==> config.mk <==
export PLATFORM = sky130hd
export DESIGN_NAME = mips32_mem_arbiter
export DESIGN_NICKNAME = d
export VERILOG_FILES = /design/src/rtl/mips32_pkg.sv /design/src/rtl/mips32_prio_sel.sv /design/src/rtl/mips32_mem_arbiter.sv
export SDC_FILE = /design/constraint.sdc
export NUM_CORES = 1
export LEC_CHECK = 0
export BUFFER_PORTS_ARGS = -buffer_cell sky130_fd_sc_hd__buf_4
export CAP_MARGIN = 20
export CORE_AREA = 3 3 96 98
export CTS_BUF_LIST = sky130_fd_sc_hd__clkbuf_16
export DETAILED_ROUTE_END_ITERATION = 16
export DIE_AREA = 0 0 99 101
export HOLD_SLACK_MARGIN = 0.06
export PLACE_DENSITY_LB_ADDON = 0.3
export SLEW_MARGIN = 10
export SYNTH_ARGS = -nofsm -noshare
export SYNTH_HDL_FRONTEND = slang
export SYNTH_SLANG_ARGS = --single-unit
==> constraint.sdc <==
create_clock -name clk -period 3.3 [get_ports clk]
set_clock_uncertainty 0.2 [all_clocks]
set_input_delay 0 -clock clk [delete_from_list [all_inputs] [get_ports clk]]
set_output_delay 0 -clock clk [all_outputs]
set_load 0.03 [all_outputs]
==> src/rtl/mips32_pkg.sv <==
// mips32_pkg: requester indices, FSM encoding and width defaults shared by the arbiter files.
// Rev 1.0
`default_nettype none

package mips32_pkg;

   localparam int NUM_REQ    = 3;
   localparam int REQ_DATA   = 0;
   localparam int REQ_FETCH  = 1;
   localparam int REQ_LOAD   = 2;

   localparam int DEF_ADDR_W = 10;
   localparam int DEF_DATA_W = 32;

   localparam logic [1:0] ST_RUN    = 2'd0;
   localparam logic [1:0] ST_DRAIN  = 2'd1;
   localparam logic [1:0] ST_HALTED = 2'd2;

   // Requesters eligible for a grant in each state
   function automatic logic [NUM_REQ-1:0] state_mask(input logic [1:0] st);
      logic [NUM_REQ-1:0] m;
      m = '0;
      case (st)
         ST_RUN:    m = 3'b111;
         ST_DRAIN:  m = 3'b101;
         ST_HALTED: m = 3'b100;
         default:   m = 3'b111;
      endcase
      return m;
   endfunction

endpackage

`default_nettype wire

==> src/rtl/mips32_prio_sel.sv <==
// mips32_prio_sel: fixed-priority one-hot selector (data > fetch > loader) with mask and loader force.
// Rev 1.0
`default_nettype none

module mips32_prio_sel
   import mips32_pkg::*;
(
   input  logic [NUM_REQ-1:0] req_i,
   input  logic [NUM_REQ-1:0] mask_i,
   input  logic               force_load_i,
   output logic [NUM_REQ-1:0] gnt_o
);

   logic [NUM_REQ-1:0] elig;

   always_comb begin
      elig  = req_i & mask_i;
      gnt_o = '0;
      if (force_load_i && elig[REQ_LOAD]) begin
         gnt_o[REQ_LOAD] = 1'b1;
      end else if (elig[REQ_DATA]) begin
         gnt_o[REQ_DATA] = 1'b1;
      end else if (elig[REQ_FETCH]) begin
         gnt_o[REQ_FETCH] = 1'b1;
      end else if (elig[REQ_LOAD]) begin
         gnt_o[REQ_LOAD] = 1'b1;
      end
   end

endmodule

`default_nettype wire

==> src/rtl/mips32_mem_arbiter.sv <==
// mips32_mem_arbiter: single-port memory arbiter for data/fetch/loader with loader anti-starvation
// and a RUN/DRAIN/HALTED debug FSM. Rev 1.0
`default_nettype none

module mips32_mem_arbiter
   import mips32_pkg::*;
#(
   parameter int ADDR_W       = DEF_ADDR_W,
   parameter int DATA_W       = DEF_DATA_W,
   parameter int STARVE_LIMIT = 8
) (
   input  logic                      clk,
   input  logic                      rst_n,
   input  logic [NUM_REQ-1:0]        req_i,
   input  logic [NUM_REQ-1:0]        we_i,
   input  logic [NUM_REQ*ADDR_W-1:0] addr_i,
   input  logic [NUM_REQ*DATA_W-1:0] wdata_i,
   output logic [NUM_REQ-1:0]        gnt_o,
   output logic [NUM_REQ-1:0]        rvalid_o,
   output logic [DATA_W-1:0]         rdata_o,
   input  logic                      halt_req_i,
   input  logic                      resume_i,
   output logic                      halted_o,
   output logic                      mem_en_o,
   output logic                      mem_we_o,
   output logic [ADDR_W-1:0]         mem_addr_o,
   output logic [DATA_W-1:0]         mem_wdata_o,
   input  logic [DATA_W-1:0]         mem_rdata_i
);

   logic [1:0]         state_q, state_d;
   logic [3:0]         starve_q, starve_d;
   logic [NUM_REQ-1:0] rtag_q, rtag_d;
   logic [NUM_REQ-1:0] sel_gnt;
   logic               force_load;
   logic               rd_issue;
   logic [ADDR_W-1:0]  addr_s  [NUM_REQ];
   logic [DATA_W-1:0]  wdata_s [NUM_REQ];

   for (genvar gi = 0; gi < NUM_REQ; gi++) begin : g_slice
      assign addr_s[gi]  = addr_i[gi*ADDR_W +: ADDR_W];
      assign wdata_s[gi] = wdata_i[gi*DATA_W +: DATA_W];
   end

   assign force_load = (state_q == ST_RUN) && (starve_q == 4'(STARVE_LIMIT));

   mips32_prio_sel u_prio_sel (
      .req_i        (req_i),
      .mask_i       (state_mask(state_q)),
      .force_load_i (force_load),
      .gnt_o        (sel_gnt)
   );

   // Grants are combinational, so they must also be suppressed while reset is held
   assign gnt_o    = rst_n ? sel_gnt : '0;
   assign rtag_d   = gnt_o & ~we_i;
   assign rd_issue = |rtag_d;

   always_comb begin
      mem_en_o    = |gnt_o;
      mem_we_o    = |(gnt_o & we_i);
      mem_addr_o  = '0;
      mem_wdata_o = '0;
      for (int i = 0; i < NUM_REQ; i++) begin
         if (gnt_o[i]) begin
            mem_addr_o  = addr_s[i];
            mem_wdata_o = wdata_s[i];
         end
      end
   end

   assign rvalid_o = rtag_q;
   assign rdata_o  = (|rtag_q) ? mem_rdata_i : '0;
   assign halted_o = (state_q == ST_HALTED);

   always_comb begin
      state_d = state_q;
      case (state_q)
         ST_RUN:    if (halt_req_i) state_d = ST_DRAIN;
         // A read returning this cycle is complete; only one issued now keeps us draining
         ST_DRAIN:  if (!req_i[REQ_DATA] && !rd_issue) state_d = ST_HALTED;
         ST_HALTED: if (resume_i) state_d = ST_RUN;
         default:   state_d = ST_RUN;
      endcase

      starve_d = starve_q;
      if (!req_i[REQ_LOAD] || gnt_o[REQ_LOAD]) begin
         starve_d = '0;
      end else if ((state_q == ST_RUN) && (starve_q < 4'(STARVE_LIMIT))) begin
         starve_d = starve_q + 4'd1;
      end
   end

   always_ff @(posedge clk or negedge rst_n) begin
      if (!rst_n) begin
         state_q  <= ST_RUN;
         starve_q <= '0;
         rtag_q   <= '0;
      end else begin
         state_q  <= state_d;
         starve_q <= starve_d;
         rtag_q   <= rtag_d;
      end
   end

endmodule

`default_nettype wire

# Word level (Yosys, flattened, before mapping)
# Cells that the tools add are included.
[totals]
register_bits = 9
word_cells = 52
in_bits = 168
out_inout_bits = 83
[op_classes]
eq_ne = 6
n_bitwise = 4
order_cmp = 1
n_addsub = 1
mux = 22
reduce_logical = 15
[ops]
columns = ["operator", "n"]
rows = [
  ["32-bit 2-to-1 mux", 4],
  ["10-bit 2-to-1 mux", 3],
  ["3-bit OR reduction", 4],
  ["2-bit 2-to-1 mux", 5],
  ["3-bit AND", 3],
  ["4-bit 2-to-1 mux", 2],
  ["2-bit inequality test (second input constant)", 3],
  ["2-bit one-hot mux with 3 select lines", 1],
  ["1-bit 2-to-1 mux", 5],
  ["4-bit by 1-bit adder with 4-bit output (second input constant)", 1],
  ["4-bit equality test (second input constant)", 1],
  ["1-bit logical AND", 4],
  ["4-bit < comparator (second input constant)", 1],
  ["2-bit one-hot mux with 2 select lines", 1],
  ["1-bit zero test", 3],
  ["3-bit 2-to-1 mux", 1],
  ["3-bit inverter", 1],
  ["3-bit AND reduction", 1],
  ["2-bit by 1-bit equality test with 1-bit output (second input constant)", 1],
  ["2-bit equality test (second input constant)", 1],
  ["2-bit zero test", 1],
  ["2-bit nonzero test", 1],
  ["1-bit logical OR", 1],
]

# Depth between registers and ports, before layout
[logic_depth]
word_depth = 14
ltp_mapped = 9
depth_no_buf = 7

# Hierarchy
# Synthesis repeated with hierarchy kept, for this count alone.
[hier_totals]
cells_unflattened = 242
area_unflattened_um2 = 1582.8
[by_module_without_submodules]
columns = ["module", "seq_area_each_um2", "cells_per_inst", "area_per_inst_um2", "n_inst"]
rows = [
  ["mips32_mem_arbiter", 225.2, 236, 1541.5, 1],
  ["mips32_prio_sel", 0.0, 6, 41.3, 1],
]

# Worst setup path before layout
# Ideal clock, no wire load.
[synth_timing]
kind = "register to output"
startpoint = "register state_q[0]"
endpoint = "output port mem_addr_o[0]"
required_ps = 3100
slack_ps = 1073
arrival_time_ps = 2027
stages_incl_launch_ff = 10
path_buffers = 2
cell_sequence = "dfrtp_1 -> inv_1 -> ha_1 -> nand2b_1 -> a32oi_1 -> nor2b_1 -> buf_2 -> buf_2 -> a222oi_1 -> inv_1"
[synth_via]
elab_cells_between_ends = 17
classes_between = "eq/ne (2); mux (11); bitwise (1); reduce/logical (3)"
[synth_lines]
columns = ["element", "line", "source"]
rows = [
  ["start: declaration", "mips32_mem_arbiter.sv:31", "logic [1:0] state_q, state_d;"],
  ["start signal: assignment", "mips32_mem_arbiter.sv:100", "state_q <= state_d;"],
  ["2-bit equality test (*)", "-", ""],
  ["via halted_o", "mips32_mem_arbiter.sv:23", "output logic halted_o,"],
  ["2-bit one-hot mux with 2 select lines (*)", "mips32_pkg.sv:23", "case (st)"],
  ["3-bit AND (*)", "mips32_prio_sel.sv:17", "elig = req_i & mask_i;"],
  ["1-bit 2-to-1 mux", "mips32_prio_sel.sv:23", "end else if (elig[REQ_FETCH]) begin"],
  ["2-bit 2-to-1 mux (*)", "mips32_prio_sel.sv:21", "end else if (elig[REQ_DATA]) begin"],
  ["1-bit 2-to-1 mux (*)", "mips32_prio_sel.sv:19", "if (force_load_i && elig[REQ_LOAD]) begin"],
  ["3-bit 2-to-1 mux (*)", "mips32_mem_arbiter.sv:55", "assign gnt_o = rst_n ? sel_gnt : '0;"],
  ["via gnt_o[2]", "mips32_mem_arbiter.sv:18", "output logic [NUM_REQ-1:0] gnt_o,"],
  ["10-bit 2-to-1 mux (*)", "mips32_mem_arbiter.sv:65", "if (gnt_o[i]) begin"],
  ["end: declaration", "mips32_mem_arbiter.sv:26", "output logic [ADDR_W-1:0] mem_addr_o,"],
]
# Mark *: on every way through the listed nets, which the timed path passes. The rest lies on a longest branch.

# Worst setup path after layout
[layout_timing]
startpoint = "register state_q[0]"
endpoint = "output port mem_wdata_o[0]"
[layout_via]
elab_chain_cells = 9
elab_cells_between_ends = 17
classes_between = "eq/ne (2); mux (11); bitwise (1); reduce/logical (3)"
[layout_rtl]
columns = ["element", "line", "source"]
rows = [
  ["2-bit equality test or 2-bit by 1-bit equality test with 1-bit output (tied branches)", "mips32_pkg.sv:23", ""],
  ["2-bit one-hot mux with 2 select lines", "mips32_pkg.sv:23", ""],
  ["3-bit AND", "mips32_prio_sel.sv:17", ""],
  ["1-bit 2-to-1 mux (on tied branches)", "mips32_prio_sel.sv:21, mips32_prio_sel.sv:23", ""],
  ["2-bit 2-to-1 mux (on tied branches)", "mips32_prio_sel.sv:19, mips32_prio_sel.sv:21", ""],
  ["3-bit 2-to-1 mux (*)", "mips32_mem_arbiter.sv:55", ""],
  ["32-bit 2-to-1 mux or 3-bit 2-to-1 mux (tied branches)", "mips32_mem_arbiter.sv:65, mips32_mem_arbiter.sv:55", ""],
  ["32-bit 2-to-1 mux", "mips32_mem_arbiter.sv:65", ""],
  ["32-bit 2-to-1 mux (*)", "mips32_mem_arbiter.sv:65", ""],
  ["end: declaration", "mips32_mem_arbiter.sv:27", "output logic [DATA_W-1:0] mem_wdata_o,"],
]
# Mark *: on every way between the ends. The rest lies on a longest branch, timed or not.

==> results.json <==
{
  "fillerInstances": 874,
  "ff_latch_area_sq_um": 225,
  "first_iter_violations": 229,
  "synth_area_sq_um": 1470,
  "hp-class": "in2reg",
  "status": "completed",
  "path_class": "reg2out",
  "worst_hold_slack_ns": 0.0809,
  "multi_input_area_sq_um": 958,
  "synth.distinct_cells": 26,
  "leakage_nw": 2.12,
  "numCtsBuffers": 3,
  "cts.sinks": 9,
  "antenna_found_initial": 0,
  "worstPathArrival_ns": 2.55,
  "final_design_area_no_fill_sq_um": 3560,
  "startpoint_type": "flop",
  "area_growth_pct": 142,
  "core_sq_um": 8550,
  "maxSlewHeadroom_pct": 43.2,
  "stdcell_count": 545,
  "grtUsageTotal_pct": 14.3,
  "grt_pass1_wl_mm": 11.6,
  "drv_slew": 0,
  "seq_area_frac_synth_pct": 15.3,
  "fin_crit_sh_pct": 83.3,
  "tightestPinTransition_ns": 0.852,
  "clock_latency_ns": 0.24,
  "wirelength_mm": 8.36,
  "drt_first_pass_iters": 7,
  "ys_ff_latch": 9,
  "clockBufferDepth": 2,
  "drive_gt1_share_pct": 60.4,
  "pin_count": 251,
  "dpl-instance-area_sq_um": 3420,
  "final_antenna_net_count": 0,
  "worst-path-max-fanout": 46,
  "die_area_sq_um": 10000,
  "place_inst": 535,
  "ir_worst_vdd_mv": 0.218,
  "wl_per_cell_microns": 15.3,
  "hold_violations": 0,
  "dp_hpwl_mm": 6.84,
  "cts_tree": "done",
  "avgSynthCellArea_sq_um": 7.70,
  "antenna_cells": 0,
  "cap_violations": 0,
  "fmax_ghz": 0.364,
  "synth_cells": 191,
  "required_ns": 3.10,
  "drc_errors": 0,
  "final-setup-viol-count": 0,
  "ys_warn_count": 0,
  "path_clk_slew_ns": 0.04,
  "die_h_microns": 101,
  "grt_max_degree": 47,
  "grt_pass1_vias": 2350,
  "vias": 2513,
  "start_util_pct": 17.2,
  "period_needed_ns": 2.75,
  "nNetsFinal": 613,
  "gp_congestion": 0.794,
  "syn_nets": 366,
  "h-tree-depth": 1,
  "grt-ovfl-total": 0,
  "finalSetupTns_ns": 0,
  "ctsRootBufferMaster": "clkbuf_16",
  "power.density_nw_per_um2": 472,
  "port_buffers": 250,
  "fin_util_pct": 41.6,
  "dieWidth_microns": 99,
  "rsz0062_at_grt": "false",
  "fp-row-count": 34,
  "via_per_inst": 4.61,
  "crit_path_end_kind": "output port"
}
## worst max-delay path: stages (launching register included)
cell	delay (ns)
dfrtp_1	0.38
inv_1	0.10
ha_1	0.26
and3b_1	0.19
nand2_1	0.08
and3_2	0.76
a222oi_1	0.27
inv_1	0.10
buf_4	0.16
## worst paths after layout
check                                 start              to  slack, ns  cells past startpoint
max in group asynchronous             rst_n     rvalid_o[0]       1.98                      3
worst min register to register  starve_q[3]     starve_q[3]       0.31                      2
worst min-delay path               req_i[1]     rvalid_o[1]       0.08                      4
worst max-delay path             state_q[0]  mem_wdata_o[0]       0.55                      8
worst max register to register   state_q[0]      state_q[1]       0.85                      7
min in group asynchronous             rst_n      state_q[0]       0.62                      3
## layout by cell type, fill, tap and decap left out, types with 3 or more instances in the layout
master and count:
nand2b_1 3, a222oi_1 43, nor2_1 6, dfrtp_1 9, nor2b_1 35, ha_1 7
dlygate4sd3_1 6, buf_4 253, inv_1 50, clkbuf_16 3
## per-stage QoR
step	power, mW	worst slack [ns]
after global routing	1.79	0.324
final	1.68	0.551
after floorplan	0.952	1.07
after global placement	1.45	0.860
after CTS	1.70	0.512
after detailed placement	1.47	0.786
## area by class of cell
class / instances / area share [%]
Timing Repair Buffer: 260 / 55.6
Multi-Input combinational cell: 115 / 26.9
Sequential cell: 9 / 6.32
Inverter: 49 / 5.17
Tap cell: 108 / 3.79
Clock buffer: 3 / 2.11
Clock inverter: 1 / 0.105
## flip-flops by register name, summed over array words and instances, names as in the netlist
name and count:
rvalid_o 3, starve_q 4, state_q 2
## logic make-up after synthesis
| family | synth area share, % |
|---|---|
| fa+ha+maj | 5.96 |
| mux | 1.53 |
| flops | 15.3 |
| simple gates | 22.5 |
| compound gates | 33.0 |
| buf+inv | 20.5 |
| xor+xnor | 1.19 |
## cells in the mapped netlist
cell type / n / area, sq um
xnor2_1: 1 / 8.76
nor3b_1: 1 / 7.51
xor2_1: 1 / 8.76
buf_2: 10 / 50.1
nand2_1: 2 / 7.51
and2_1: 1 / 6.26
buf_6: 5 / 56.3
nor3_1: 1 / 5.00
clkbuf_1: 3 / 11.3
a221o_1: 2 / 20.0
o31ai_2: 1 / 12.5
and3b_1: 1 / 8.76
or3_1: 1 / 6.26
ha_1: 7 / 87.6
a32oi_1: 1 / 8.76
nand2b_1: 3 / 18.8
a41oi_1: 1 / 8.76
and3_1: 2 / 12.5
mux2_2: 2 / 22.5
inv_1: 49 / 184
dfrtp_1: 9 / 225
a222oi_1: 43 / 430
nor2b_1: 36 / 225
a21oi_1: 1 / 5.00
nor2_1: 6 / 22.5
and4b_1: 1 / 10.0
## power by group
part | internal, mW | switching [mW]
Combinational | 0.562 | 0.747
Clock | 0.159 | 0.0567
Sequential | 0.134 | 0.0213
Total | 0.855 | 0.825
## layer usage
layer / share of wire (%) / track usage, % / up-vias
met5: 0 / 0 / -
met4: 0.83 / 3.36 / 0
met3: 9.1 / 2.91 / 5
met2: 54 / 26.9 / 151
met1: 36 / 16.6 / 1159
li1: - / - / 1198
## what timing repair did
item                       CTS  global route
hold endpoints to repair    16             0
resized for setup            0             0
setup endpoints to repair    0             0
hold buffers                 6             0
buffers inserted             0             0
No activity file was read; power rests on OpenSTA's default activity.
